`src/rtl/vector_lane_dispatcher.sv`:
```
// Walks one vector op element by element, fetches operands over two register-file read ports
// and issues each active element to the lowest free lane; 4 cycles per active element, stalls while all lanes are busy.
package vector_lane_dispatcher_pkg;
  typedef logic [3:0] function_opcode_t;
endpackage

module vector_lane_dispatcher
  import vector_lane_dispatcher_pkg::*;
#(
  parameter int NUM_LANES  = 4,
  parameter int DATA_WIDTH = 64,
  parameter int NUM_VREGS  = 8,
  parameter int MAX_VLEN   = 64,
  localparam int VW = $clog2(NUM_VREGS),
  localparam int LW = $clog2(MAX_VLEN + 1),
  localparam int IW = $clog2(MAX_VLEN)
) (
  input  logic                                 clk,
  input  logic                                 reset,
  input  logic                                 op_vld,
  output logic                                 op_rdy,
  input  function_opcode_t                     op_func,
  input  logic                                 op_mode,
  input  logic [VW-1:0]                        op_src1,
  input  logic [VW-1:0]                        op_src2,
  input  logic [VW-1:0]                        op_dst,
  input  logic [DATA_WIDTH-1:0]                op_scalar,
  input  logic [LW-1:0]                        op_len,
  input  logic [MAX_VLEN-1:0]                  op_mask,
  output logic [1:0]                           rd_req,
  output logic [1:0][VW-1:0]                   rd_reg,
  output logic [1:0][IW-1:0]                   rd_idx,
  input  logic [1:0]                           rd_grant,
  input  logic [1:0]                           rd_rsp_vld,
  input  logic [1:0][DATA_WIDTH-1:0]           rd_rsp_data,
  input  logic [NUM_LANES-1:0]                 lane_busy,
  output logic [NUM_LANES-1:0]                 lane_vld,
  output logic [NUM_LANES-1:0][DATA_WIDTH-1:0] lane_data0,
  output logic [NUM_LANES-1:0][DATA_WIDTH-1:0] lane_data1,
  output function_opcode_t [NUM_LANES-1:0]     lane_func,
  output logic [NUM_LANES-1:0][VW-1:0]         lane_dst,
  output logic [NUM_LANES-1:0][IW-1:0]         lane_idx,
  output logic                                 busy,
  output logic                                 done
);

  localparam int LANEW = $clog2(NUM_LANES);

  typedef enum logic [2:0] {IDLE, SCAN, REQ, WAIT, DISPATCH} state_t;
  state_t state, state_n;

  function_opcode_t      func_q;
  logic                  mode_q;
  logic [VW-1:0]         src1_q, src2_q, dst_q;
  logic [DATA_WIDTH-1:0] scalar_q, opnd0_q, opnd1_q;
  logic [LW-1:0]         len_q, idx_q, len_clamped;
  logic [MAX_VLEN-1:0]   mask_q;
  logic [1:0]            held_q, held_n, needed, rsp_take, req_left;
  logic                  rsp_window, all_held, active_elem, at_end;
  logic [LANEW-1:0]      lane_sel;
  logic                  lane_free;

  assign len_clamped = (op_len > LW'(MAX_VLEN)) ? LW'(MAX_VLEN) : op_len;
  assign needed      = {~mode_q, 1'b1};
  assign rsp_window  = (state == REQ) || (state == WAIT);
  // A port's operand is taken once; a late duplicate cannot overwrite it.
  assign rsp_take    = rd_rsp_vld & needed & ~held_q & {2{rsp_window}};
  assign held_n      = held_q | rsp_take;
  assign all_held    = &(held_n | ~needed);
  assign req_left    = rd_req & ~rd_grant;
  assign at_end      = (idx_q == len_q);
  assign active_elem = mask_q[idx_q[IW-1:0]];

  always_comb begin
    lane_sel  = '0;
    lane_free = 1'b0;
    for (int i = NUM_LANES - 1; i >= 0; i--) begin
      if (!lane_busy[i]) begin
        lane_sel  = LANEW'(i);
        lane_free = 1'b1;
      end
    end
  end

  always_comb begin
    state_n = state;
    case (state)
      IDLE:     if (op_vld && len_clamped != '0) state_n = SCAN;
      SCAN:     if (at_end) state_n = IDLE;
                else if (active_elem) state_n = REQ;
      REQ:      if (req_left == '0) state_n = WAIT;
      WAIT:     if (all_held) state_n = DISPATCH;
      DISPATCH: if (lane_free) state_n = SCAN;
      default:  state_n = IDLE;
    endcase
  end

  always_ff @(posedge clk or negedge reset) begin
    if (!reset) state <= IDLE;
    else        state <= state_n;
  end

  always_ff @(posedge clk or negedge reset) begin
    if (!reset) begin
      op_rdy     <= 1'b1;
      busy       <= 1'b0;
      done       <= 1'b0;
      rd_req     <= '0;
      rd_reg     <= '0;
      rd_idx     <= '0;
      lane_vld   <= '0;
      lane_data0 <= '0;
      lane_data1 <= '0;
      lane_func  <= '0;
      lane_dst   <= '0;
      lane_idx   <= '0;
      func_q     <= '0;
      mode_q     <= 1'b0;
      src1_q     <= '0;
      src2_q     <= '0;
      dst_q      <= '0;
      scalar_q   <= '0;
      len_q      <= '0;
      idx_q      <= '0;
      mask_q     <= '0;
      held_q     <= '0;
      opnd0_q    <= '0;
      opnd1_q    <= '0;
    end else begin
      done     <= 1'b0;
      lane_vld <= '0;
      op_rdy   <= (state_n == IDLE);
      busy     <= (state_n != IDLE);
      case (state)
        IDLE: begin
          if (op_vld) begin
            func_q   <= op_func;
            mode_q   <= op_mode;
            src1_q   <= op_src1;
            src2_q   <= op_src2;
            dst_q    <= op_dst;
            scalar_q <= op_scalar;
            len_q    <= len_clamped;
            mask_q   <= op_mask;
            idx_q    <= '0;
            held_q   <= '0;
            done     <= (len_clamped == '0);
          end
        end
        SCAN: begin
          if (at_end) begin
            done <= 1'b1;
          end else if (active_elem) begin
            rd_req <= {~mode_q, 1'b1};
            rd_reg <= {src2_q, src1_q};
            rd_idx <= {2{idx_q[IW-1:0]}};
            held_q <= '0;
          end else begin
            idx_q <= idx_q + LW'(1);
          end
        end
        REQ, WAIT: begin
          rd_req <= rd_req & ~rd_grant;
          held_q <= held_n;
          if (rsp_take[0]) opnd0_q <= rd_rsp_data[0];
          if (rsp_take[1]) opnd1_q <= rd_rsp_data[1];
        end
        DISPATCH: begin
          if (lane_free) begin
            lane_vld[lane_sel]   <= 1'b1;
            lane_data0[lane_sel] <= opnd0_q;
            lane_data1[lane_sel] <= mode_q ? scalar_q : opnd1_q;
            lane_func[lane_sel]  <= func_q;
            lane_dst[lane_sel]   <= dst_q;
            lane_idx[lane_sel]   <= idx_q[IW-1:0];
            idx_q                <= idx_q + LW'(1);
          end
        end
        default: ;
      endcase
    end
  end

endmodule
```
`config.mk`:
```
export PLATFORM = sky130hd
export DESIGN_NAME = vector_lane_dispatcher
export DESIGN_NICKNAME = d
export VERILOG_FILES = /design/src/rtl/vector_lane_dispatcher.sv
export SDC_FILE = /design/constraint.sdc
export NUM_CORES = 1
export LEC_CHECK = 0
export CAP_MARGIN = 15
export CORE_AREA = 2 2 345 347
export DETAILED_ROUTE_END_ITERATION = 16
export DIE_AREA = 0 0 347 349
export PLACE_DENSITY = 0.51
export SYNTH_ARGS = -nofsm -noshare
export SYNTH_HDL_FRONTEND = slang
export SYNTH_SLANG_ARGS = --single-unit
```
`constraint.sdc`:
```
create_clock -name clk -period 3.6 [get_ports clk]
set_input_delay 0.72 -clock clk [delete_from_list [all_inputs] [get_ports clk]]
set_output_delay 0.72 -clock clk [all_outputs]
set_load 0.05 [all_outputs]
```
==> flow_metrics.tcl, run 1 <==
set metrics [dict create \
    drive_above_1_share_pct 16.51 \
    grt_use_total_pct 19.41 \
    routedWlPerCell_um 22.41 \
    cts_buffers 100 \
    grt_busiest_layer "met2" \
    post_cts_buffers 0 \
    grt_pass1_wl_um 174200 \
    synthArstFlopShare_pct 100.0 \
    io_pins 879 \
    r2r_end "rd_reg[5]$_DFFE_PN0P_" \
    crit_slowest_cell "dfrtp_1" \
    slew_violations 0 \
    grt_util_met1_pct 23.62 \
    mostFrequentLayoutCell "clkdlybuf4s50_1" \
    fin_crit_ps 3050 \
    reg_top3 "lane_data0 x256, lane_data1 x256" \
    antenna_found_initial 23 \
    skew_ps 36.00 \
    drt_iter0_markers 1268 \
    ys_ff_latch 874 \
    met2_usage_pct 32.00 \
    yosys_most_used_dff "dfrtp_1" \
    drtAntennaViolNets 0 \
    std_cell_rows 126 \
    critPathKind "reg -> reg" \
    vias_per_cell 4.511 \
    synth_cell_types 54 \
    synthCells 2812 \
    dp_slack_ps 583.2 \
    slowest_delay_ps 840 \
    chipHeight_um 349 \
    leakage_nw 21.92 \
    fmax_mhz 327.8 \
    final_cell_mix "clkdlybuf4s50_1 (877), dfrtp_1 (872), nand2_1 (749)" \
    timing.slew.headroom_pct 37.95 \
    cts_sinks 874 \
    core_area_mm2 0.1175 \
    maxCapViolations 0 \
    rsz0062_at_grt "false" \
    start_util_pct 28.45 \
    fin_ws_ps 549.8 \
    crit_start "idx_q[0]$_DFFE_PN0P_" \
    synth_fp_nets 3101 \
    setup_tns_ps 0 \
    grt_pass1_vias 24788 \
    status "finished clean" \
    syn_area_mm2 0.03342 \
    total_power_mw 44.35 \
    rrSetupSlack_ps 550 \
    first_pass_iters 5 \
    synth_edf_count 0 \
    grt_use_met3_pct 6.504 \
    fin_crit_sh_pct 84.73 \
    yosys_warnings 0 \
    required_ps 4160 \
    dp_hpwl_um 84580 \
    area_delta_synth_final_pct 43.02 \
    path_cells "mux4_1 -> mux2i_1 -> a221oi_1 -> a21o_1 -> nor2b_4 -> mux2_2" \
    critPathMaxFanout 17 \
    drt-total-wl_um 119200 \
    overflow 0 \
    rr_worst_depth 6 \
    cpLargestDelayFamily "multiplexers" \
    remaining_drc_errors 0 \
    root_buffer "clkbuf_16" \
    cts_resized 0 \
    die_area_mm2 0.1211 \
    endpoint_kind "flip-flop" \
    place.gp.congestion 0.8036 \
    rr_startpoint "idx_q[0]$_DFFE_PN0P_" \
    ys_seq_area_share_pct 65.45 \
    arrival_ps 3610 \
    holdCritPathClass "in -> async" \
    num_vias 24000 \
    power_density_mw_per_mm2 927.9 \
    path_clk_slew_ps 60 \
    clock_path_buffers 3 \
    setup_viol 0 \
    cts_tree "yes" \
    fin_nets 3976 \
    ctsHoldBuffers 0 \
    cp-start-kind "flip-flop" \
    clkLatencyLatePin_ps 680 \
    ir_drop_v 0.0004913 \
    portBuffers 878 \
    syn_area_per_cell_um2 11.88 \
    path_buf_inv 0 \
    die_w_um 347 \
    worst_pin_slew_ps 930.7 \
    final_hold_viol_count 0 \
    cts_max_level 3 \
    grt_max_degree 137 \
]
[report_power, final]
part	leakage [nW]	switching (mW)	internal [mW]
logic	8.86	12.0	6.47
registers	11.4	2.42	13.3
clock network	1.61	4.27	5.90
total	21.9	18.7	25.6
[worst max-delay path by stage]
stage                                     to  depth (start not counted)
floorplan             rd_idx[10]$_DFFE_PN0P_                         10
global placement    lane_idx[23]$_DFFE_PN0P_                          6
detailed placement     rd_reg[5]$_DFFE_PN0P_                          6
CTS                    rd_reg[5]$_DFFE_PN0P_                          6
global route           rd_idx[6]$_DFFE_PN0P_                          6
finish                 rd_reg[5]$_DFFE_PN0P_                          6
[routing by layer]
layer / wire length (um) / vias to the layer above
li1: - / 11110
met1: 48810 / 12015
met2: 57530 / 711
met3: 9461 / 158
met4: 3377 / 6
met5: 35 / -
[per-stage QoR]
step	instances	util (%)	hold WS, ps	cell area [um^2]
2_1_floorplan	2812	-	424.4	33420
3_3_place_gp	5121	37.84	455.1	44450
3_5_place_dp	5121	37.84	457.8	44450
4_1_cts	5303	40.66	49.99	47750
5_1_grt	5318	40.69	38.44	47790
6_report	5320	40.69	27.73	47790
[kinds of logic after synthesis]
| family | count (synthesis) | share of synthesized area [%] |
|---|---|---|
| and+or+nand+nor | 998 | 11.62 |
| DFF | 874 | 65.45 |
| muxes | 459 | 15.81 |
| AOI/OAI and AO/OA | 290 | 4.575 |
| buffers and inverters | 181 | 2.269 |
| xor gates and xnor gates | 9 | 0.2359 |
| adders and majority gates | 1 | 0.03744 |
[synthesized netlist by cell type, drive strengths merged, types with 2 or more instances]
| library cell | number | area [um^2] |
|---|---|---|
| a21o | 2 | 15.01 |
| a21oi | 197 | 986.0 |
| a2bb2oi | 2 | 17.52 |
| a31o | 4 | 35.03 |
| and3 | 4 | 25.02 |
| buf | 41 | 232.7 |
| clkbuf | 133 | 499.2 |
| dfrtp | 873 | 21850 |
| inv | 7 | 26.28 |
| mux2 | 375 | 4242 |
| mux2i | 70 | 700.7 |
| mux4 | 14 | 341.6 |
| nand2 | 749 | 2811 |
| nand3 | 3 | 15.01 |
| nand3b | 7 | 52.55 |
| nand4 | 5 | 31.28 |
| nor2 | 208 | 780.8 |
| nor2b | 5 | 38.78 |
| nor3 | 7 | 40.04 |
| nor3b | 2 | 15.01 |
| nor4b | 2 | 32.53 |
| o21ai | 72 | 360.3 |
| xnor2 | 9 | 78.83 |
[final cells by class]
| class | count | area, um^2 |
|---|---|---|
| antenna | 17 | 42.54 |
| clock buffer | 159 | 3014 |
| clock inverter | 23 | 292.8 |
| fill | 11331 | 69660 |
| inverter | 7 | 27.53 |
| multi-input combinational | 1757 | 10830 |
| sequential | 874 | 21880 |
| tap | 1536 | 1922 |
| timing repair buffer | 947 | 9787 |
[worst reg2reg max path, cell delays in order (launching register included)]
cell and delay, ps:
dfrtp_1 840, mux4_1 400, mux2i_1 110, a221oi_1 330, a21o_1 200, nor2b_4 650, mux2_2 420
(Power assumes the default switching activity.)
==> run 2: changes to the inputs <==
--- a/config.mk
+++ b/config.mk
@@ -6,10 +6,10 @@
 export NUM_CORES = 1
 export LEC_CHECK = 0
 export CAP_MARGIN = 15
-export CORE_AREA = 2 2 345 347
+export CORE_AREA = 2 2 342 344
 export DETAILED_ROUTE_END_ITERATION = 16
-export DIE_AREA = 0 0 347 349
-export PLACE_DENSITY = 0.51
+export DIE_AREA = 0 0 344 346
+export PLACE_DENSITY = 0.53
 export SYNTH_ARGS = -nofsm -noshare
 export SYNTH_HDL_FRONTEND = slang
 export SYNTH_SLANG_ARGS = --single-unit
==> constraint.sdc (replaced) <==
create_clock -name clk -period 2.6 [get_ports clk]
set_input_delay 0.52 -clock clk [delete_from_list [all_inputs] [get_ports clk]]
set_output_delay 0.52 -clock clk [all_outputs]
set_load 0.05 [all_outputs]
==> flow_metrics.tcl, run 2 (same netlist as run 1, synthesis figures left out) <==
set metrics [dict create \
    status "finished clean" \
    cts_max_level 3 \
    leakage_nw 22.42 \
    cts_tree "yes" \
    num_vias 24579 \
    cts_sinks 874 \
    maxCapViolations 0 \
    cts_buffers 99 \
    start_util_pct 28.95 \
    io_pins 879 \
    fin_crit_sh_pct 97.89 \
    reg_top3 "lane_data0 x256, lane_data1 x256" \
    fin_area_mm2 0.04863 \
    wl_met1_um 47760 \
    core_area_mm2 0.1154 \
    vias_per_cell 4.567 \
    skew_ps 29.26 \
    clock_path_buffers 3 \
    cp.depth 1 \
    required_ps 2080 \
    dpl-instance-area_mm2 0.04517 \
    holdCritPathClass "in -> reg" \
    routedWlPerCell_um 22.07 \
    critPathKind "reg -> out" \
    cp-start-kind "flip-flop" \
    cpLargestDelayFamily "buffers and inverters" \
    drtAntennaViolNets 0 \
    slowest_delay_ps 980 \
    worst_pin_slew_ps 748.0 \
    power_density_mw_per_mm2 1278 \
    dp_hpwl_um 85760 \
    slew_violations 0 \
    std_cell_rows 125 \
    ir_drop_v 0.0006799 \
    portBuffers 878 \
    drive_above_1_share_pct 18.55 \
    whs_path_depth 3 \
    path_cells "clkdlybuf4s50_1" \
    arrival_ps 2030 \
    fin_crit_ps 2545 \
    antenna_found_initial 26 \
    path_buf_inv 1 \
    critPathMaxFanout 2 \
    drt-total-wl_um 118800 \
    die_area_mm2 0.1190 \
    first_pass_iters 5 \
    final_hold_viol_count 0 \
    route.met2.wl_um 57130 \
    area_delta_synth_final_pct 45.53 \
    grt_pass1_vias 25155 \
    mostFrequentLayoutCell "clkdlybuf4s50_1" \
    grt_max_degree 95 \
    endpoint_kind "output pin" \
    final_cell_mix "clkdlybuf4s50_1 (872), dfrtp_1 (869), nand2_1 (749)" \
    die_w_um 344 \
    root_buffer "clkbuf_16" \
    fin_nets 4058 \
    grt_pass1_wl_um 173000 \
    clkLatencyLatePin_ps 690 \
    remaining_drc_errors 0 \
    hold_ws_ps 356.6 \
    fmax_mhz 392.9 \
    overflow 0 \
    crit_slowest_cell "clkdlybuf4s50_1" \
    wl_met3_um 9517 \
    path_clk_slew_ps 60 \
    setup_viol 0 \
    grt_use_total_pct 19.60 \
    highest_layer "met5" \
    rr_worst_depth 9 \
    timing.slew.headroom_pct 48.71 \
    chipHeight_um 346 \
    place.gp.congestion 0.8152 \
    drt_iter0_markers 1147 \
]
[run 2: worst paths after layout]
| kind | to | from | slack (ps) |
|---|---|---|---|
| setup / recovery | lane_data0[68] | lane_data0[68]$_DFFE_PN0P_ | 50 |
| hold / removal | scalar_q[26]$_DFFE_PN0P_ | op_scalar[26] | 360 |
| setup reg to reg | rd_reg[4]$_DFFE_PN0P_ | idx_q[0]$_DFFE_PN0P_ | 80 |
| hold reg to reg | lane_data0[77]$_DFFE_PN0P_ | lane_data0[77]$_DFFE_PN0P_ | 470 |
| max in group asynchronous | lane_data1[110]$_DFFE_PN0P_ | reset | 1290 |
| min in group asynchronous | opnd0_q[58]$_DFFE_PN0P_ | reset | 390 |
[run 2: power breakdown]
group | switching (mW) | internal [mW]
sequential | 3.39 | 18.4
combinational | 16.8 | 9.45
clock | 5.94 | 8.17
[run 2: metal layers]
layer  up-vias  track usage, %
met2       758           32.09
met4        18           7.844
met3       196           6.439
met5         -               0
li1      11289               -
met1     12318           23.71
[run 2: layout make-up]
class | count | area [um^2]
antenna | 14 | 35.03
tap | 1524 | 1907
sequential | 874 | 21880
clock buffer | 145 | 2860
inverter | 7 | 27.53
clock inverter | 31 | 426.7
fill | 10941 | 66790
timing repair buffer | 1030 | 10640
multi-input combinational | 1757 | 10860
[run 2: worst min-delay path, cell delays in order]
cell	delay, ps
clkdlybuf4s50_1	400
nand2_1	60
nand2_1	40
[run 2: stage by stage]
| stage | worst slack [ps] | utilization, % | instances | TNS, ps | total power [mW] |
|---|---|---|---|---|---|
| global placement | -125.6 | 39.14 | 5180 | -1387 | 48.02 |
| CTS | 1.191 | 42.02 | 5360 | 0 | 62.71 |
| global route | -23.23 | 42.13 | 5380 | -38.51 | 65.29 |
| floorplan | 162.2 | - | 2812 | 0 | 37.34 |
| detailed placement | -176.8 | 39.14 | 5180 | -2501 | 48.23 |
| finish | 54.98 | 42.13 | 5382 | 0 | 62.14 |
[run 2: timing repair]
| action | CTS | global route |
|---|---|---|
| setup buffers | 3 | 7 |
| hold buffers | 1 | 0 |
| resized for setup | 4 | 9 |
| gates cloned | 0 | 1 |
| hold endpoints to repair | 22 | 0 |
| setup endpoints to repair | 26 | 22 |
| pin swaps | 1 | 2 |
